$ cat src/rtl/three_of_six_pkg.sv
`default_nettype none
// ============================================================================
// Module      : three_of_six_pkg
// Description : Shared widths and the 3-of-6 symbol encoding function.
// Revision    : 1.0
// ============================================================================
package three_of_six_pkg;

    localparam int SYM_W     = 6;
    localparam int DATA_W    = 3;
    localparam int NSYMS     = 8;
    localparam int PAYLOAD_W = 24;
    localparam int CODE_W    = 48;

    // Data in the upper half, its complement below: always three ones.
    function automatic logic [SYM_W-1:0] enc_sym(input logic [DATA_W-1:0] d);
        return {d, ~d};
    endfunction

endpackage
`default_nettype wire

$ cat src/rtl/three_of_six_sym_enc.sv
`default_nettype none
// ============================================================================
// Module      : three_of_six_sym_enc
// Description : Combinational 3-bit to balanced 6-bit symbol encoder.
// Revision    : 1.0
// ============================================================================
module three_of_six_sym_enc
    import three_of_six_pkg::*;
(
    input  logic [DATA_W-1:0] data,
    output logic [SYM_W-1:0]  sym
);

    assign sym = enc_sym(data);

endmodule
`default_nettype wire

$ cat src/rtl/three_of_six_tx.sv
`default_nettype none
// ============================================================================
// Module      : three_of_six_tx
// Description : Encodes a 24-bit word into eight 3-of-6 symbols and
//               serializes the 48-bit codeword over a valid/ready link.
// Revision    : 1.0
// ============================================================================
module three_of_six_tx
    import three_of_six_pkg::*;
#(
    parameter int SYMS_PER_BEAT = 2
)
(
    input  logic                              clk,
    input  logic                              rst,
    input  logic [PAYLOAD_W-1:0]              payload_in,
    input  logic                              payload_valid,
    output logic                              payload_ready,
    output logic [SYM_W*SYMS_PER_BEAT-1:0]    link_data,
    output logic                              link_valid,
    input  logic                              link_ready,
    output logic                              link_first,
    output logic                              link_last,
    output logic                              busy
);

    localparam int NBEATS = NSYMS / SYMS_PER_BEAT;
    localparam int BEAT_W = SYM_W * SYMS_PER_BEAT;
    localparam int CNT_W  = (NBEATS > 1) ? $clog2(NBEATS) : 1;
    localparam logic [CNT_W-1:0] LAST_BEAT = CNT_W'(NBEATS - 1);

    localparam logic [0:0] S_IDLE = 1'b0;
    localparam logic [0:0] S_SEND = 1'b1;

    logic [0:0]        r_state;
    logic [CNT_W-1:0]  r_cnt;
    logic [CODE_W-1:0] r_code;
    logic [CODE_W-1:0] w_code;
    logic              w_last;
    logic              w_accept;
    logic              w_beat_acc;

    genvar k;
    generate
        for (k = 0; k < NSYMS; k++) begin : g_enc
            three_of_six_sym_enc u_enc (
                .data (payload_in[DATA_W*k +: DATA_W]),
                .sym  (w_code[SYM_W*k +: SYM_W])
            );
        end
    endgenerate

    assign w_last        = (r_cnt == LAST_BEAT);
    assign payload_ready = !rst && ((r_state == S_IDLE) ||
                                    ((r_state == S_SEND) && w_last && link_ready));
    assign w_accept      = payload_valid && payload_ready;
    assign w_beat_acc    = link_valid && link_ready;

    assign link_valid = (r_state == S_SEND);
    assign busy       = (r_state == S_SEND);
    assign link_first = (r_state == S_SEND) && (r_cnt == '0);
    assign link_last  = (r_state == S_SEND) && w_last;

    always_comb begin
        link_data = '0;
        for (int b = 0; b < NBEATS; b++) begin
            if (r_cnt == CNT_W'(b)) begin
                link_data = r_code[b*BEAT_W +: BEAT_W];
            end
        end
    end

    // A new word can only be accepted in SEND on the final accepted beat,
    // so accept takes priority and yields gap-free back-to-back words.
    always_ff @(posedge clk) begin
        if (rst) begin
            r_state <= S_IDLE;
            r_cnt   <= '0;
            r_code  <= '0;
        end else if (w_accept) begin
            r_state <= S_SEND;
            r_cnt   <= '0;
            r_code  <= w_code;
        end else if (w_beat_acc) begin
            if (w_last) begin
                r_state <= S_IDLE;
                r_cnt   <= '0;
            end else begin
                r_cnt   <= r_cnt + CNT_W'(1);
            end
        end
    end

endmodule
`default_nettype wire

$ cat config.mk
export PLATFORM = sky130hd
export DESIGN_NAME = three_of_six_tx
export DESIGN_NICKNAME = d
export VERILOG_FILES = /design/src/rtl/three_of_six_pkg.sv /design/src/rtl/three_of_six_sym_enc.sv /design/src/rtl/three_of_six_tx.sv
export SDC_FILE = /design/constraint.sdc
export NUM_CORES = 1
export LEC_CHECK = 0
export CAP_MARGIN = 20
export CELL_PAD_IN_SITES_DETAIL_PLACEMENT = 1
export CELL_PAD_IN_SITES_GLOBAL_PLACEMENT = 1
export CORE_ASPECT_RATIO = 1.4
export CORE_MARGIN = 8
export CORE_UTILIZATION = 30
export DETAILED_ROUTE_END_ITERATION = 12
export PLACE_DENSITY = 0.68
export SYNTH_ARGS = -nofsm -noshare
export SYNTH_HDL_FRONTEND = slang
export SYNTH_HIERARCHICAL = 1
export SYNTH_SLANG_ARGS = --single-unit
$ cat constraint.sdc
create_clock -name clk -period 2.4 [get_ports clk]
set_input_delay 0.48 -clock clk [delete_from_list [all_inputs] [get_ports clk]]
set_output_delay 0.48 -clock clk [all_outputs]
set_load 0.005 [all_outputs]
==> summary.md <==
| Metric | Value |
|---|---|
| CTS tree | done |
| DP HPWL | 4780 µm |
| P_leak | 1.45 nW |
| Post-CTS Hold Buffers | 0 |
| Post-route core utilization | 0.379 |
| WP buf/inv | 3 |
| Finished Cell Area | 0.00341 mm² |
| Yosys warnings | 6 |
| Hold_sp | rst |
| Crit path time final | 2.39 ns |
| CTS sink count | 51 |
| Hold depth | 2 |
| Flop-to-flop setup slack | 0.44 ns |
| WHS | 0.463 ns |
| WL per Instance | 16.5 µm |
| Sink of the worst hold path | busy |
| Seq/Total Area, Yosys | 0.370 |
| Residual DRC | 0 |
| CTS Buf Count | 5 |
| N_diodes | 0 |
| CP Cell Sequence | inv_2 -> ha_1 -> nor2b_2 -> buf_6 -> a221oi_1 -> o31ai_2 -> dlygate4sd2_1 |
| Post-route clock period utilization | 0.994 |
| Syn Inst Count | 283 |
| DRT Pass-1 Iters | 4 |
| Max-slew headroom | 0.649 |
| Die Wd | 97.1 µm |
| Outcome | complete, no violations |
| Htree depth | 2 |
| Worst-Skew Late Latency | 0.28 ns |
| Height of the die | 130 µm |
| Ys async rst share | 0 |
| Crit path DAT | 1.91 ns |
| Fin. max-slew vios | 0 |
| Starting Density | 0.308 |
| Post-synth EDFFs | 0 |
| Worst r2r path cells | 7 |
| Port bufs | 44 |
| Antenna-violating nets left | 0 |
| Crit. End Element | output pin |
| Largest stage delay on the critical path | 0.37 ns |
| Largest net degree at the start of global routing | 51 |
| Slowest-stage cell, CP | dfxtp_4 |
| Row Count | 41 |
| Drt via density | 4.68 |
| Setup violators final | 0 |
| Root Driver | clkbuf_16 |
| Worst path depth | 7 |
| Global route overflow | 0 |
| Area Growth Syn to Fin | 23.3% |
| Drt total wl | 6800 µm |
| Crit path max fanout | 11 |
| Reg2reg end | r_code[24] |
| Syn nets | 315 |
| Cell Area, Synth | 0.00276 mm² |
| Initial DRC count | 69 |
| PD cells | 575 mW/mm² |
| CP Class | reg2out |
| Least-Margin Pin Slew | 0.527 ns |
| Max-cap violation count | 0 |
| Register bit count reported by yosys | 51 |
| Final Wtd Congestion | 0.707 |
| Unrepaired setup endpoints after global routing | true |
| Clk_skew | 0.00337 ns |
| Nets | 336 |
| Share of cells above drive strength 1 | 0.289 |
| Max Root-Sink Buffers | 2 |
| CORE AREA | 0.00898 mm² |
| Post-synthesis average cell area | 9.76 µm² |
| Number of global-route vias before repair | 2,012 |
| Top Ports | 45 |
| Via total after detailed routing | 1,927 |
| Crit path required time | 1.92 ns |
| Antenna violations before repair | 0 |
| Fillers | 995 |
| Dpl cell area | 0.00314 mm² |
| Die area | 0.0126 mm² |
| Ys flop type | dfxtp_1 |
| Max Freq | 419 MHz |
| Startpoint types | flop |
| Min-delay worst type | in2reg |
| Clock transition at path regs | 0.06 ns |
| Worst R2R Start | r_cnt[1] |
| Synth unique cells | 24 |
| CP delay by family, top | buffers and inverters |
| Final hold vios | 0 |
| Worst vdd ir | 245 µV |
| Total Routing Usage GR | 0.105 |
| First-pass GRT wire length | 10,600 µm |
[worst max path at each step]
stage | from | to
finish | r_cnt[0] | link_data[9]
global route | r_cnt[0] | link_data[9]
CTS | r_cnt[0] | link_data[11]
detailed placement | r_cnt[0] | link_data[8]
global placement | r_cnt[0] | link_data[8]
floorplan | r_cnt[1] | link_data[0]
[placed cells by master (no fill, tap or decap), drive strengths merged]
cell type	synthesis	final
dfxtp	51	51
clkinv	0	1
mux2i	1	1
buf	32	14
a21oi	1	1
nor2	3	3
o21ai	1	1
clkbuf	10	11
a21boi	1	1
inv	26	26
nor3b	2	2
mux2	48	48
nor2b	62	62
ha	4	4
nand2	13	13
dlygate4sd2	0	7
or3	1	1
o31ai	12	12
nor3	1	1
clkdlybuf4s50	0	31
a221oi	12	12
and2	2	2
[synth_stat cells (all sizes together) (2+ instances only)]
cell,n,share of area
a221oi,12,0.038
and2,2,0.0045
buf,32,0.090
clkbuf,10,0.014
dfxtp,51,0.37
ha,4,0.018
inv,26,0.035
mux2,48,0.21
nand2,13,0.018
nor2,3,0.0041
nor2b,62,0.14
nor3b,2,0.0095
o31ai,12,0.033
[state kept, by name, indices dropped and copies added (netlist names)]
| signal | flops |
|---|---|
| busy | 1 |
| r_cnt | 2 |
| r_code | 48 |
[cell type report]
| cell class | instances | area (µm²) | share of cell area |
|---|---|---|---|
| Tap cell | 107 | 134 | 0.0393 |
| Inverter | 26 | 97.6 | 0.0287 |
| Timing Repair Buffer | 56 | 533 | 0.157 |
| Clock inverter | 1 | 5.00 | 0.00147 |
| Multi-Input combinational cell | 164 | 1480 | 0.434 |
| Sequential cell | 51 | 1020 | 0.301 |
| Clock buffer | 7 | 133 | 0.0389 |
[power by group]
group / internal, mW / switching, mW / total, mW
clock: 0.386 / 0.292 / 0.677
combinational: 0.201 / 0.131 / 0.331
sequential: 0.907 / 0.0427 / 0.949
[timing repair]
item,in CTS,in global routing
buffers inserted,1,3
pin swaps,4,8
resized for setup,26,18
endpoints found under the setup margin,12,12
[metal layers]
metal  GRT usage  share of wire  vias to the layer above
li1            -              -                      948
met5           0              0                        -
met3      0.0282          0.049                        4
met1       0.120           0.42                      939
met4      0.0354         0.0096                        0
met2       0.185           0.53                       36
[stage by stage]
stage               worst slack [ns]  TNS, ns  power, mW  instances
global placement              0.0423        0       1.27        400
detailed placement           0.00800        0       1.28        400
finish                        0.0137        0       1.96        412
global route                 -0.0720   -0.324       2.05        412
CTS                          -0.0370  -0.0370       1.96        409
floorplan                      0.581        0       1.16        283
[cells by family after synthesis]
| logic type | share of synthesized area |
|---|---|
| compound gates | 0.0811 |
| fa+ha+maj | 0.0181 |
| buf+inv | 0.139 |
| flops | 0.370 |
| mux | 0.212 |
| simple gates | 0.180 |
Power figures use the tool's default switching activity.
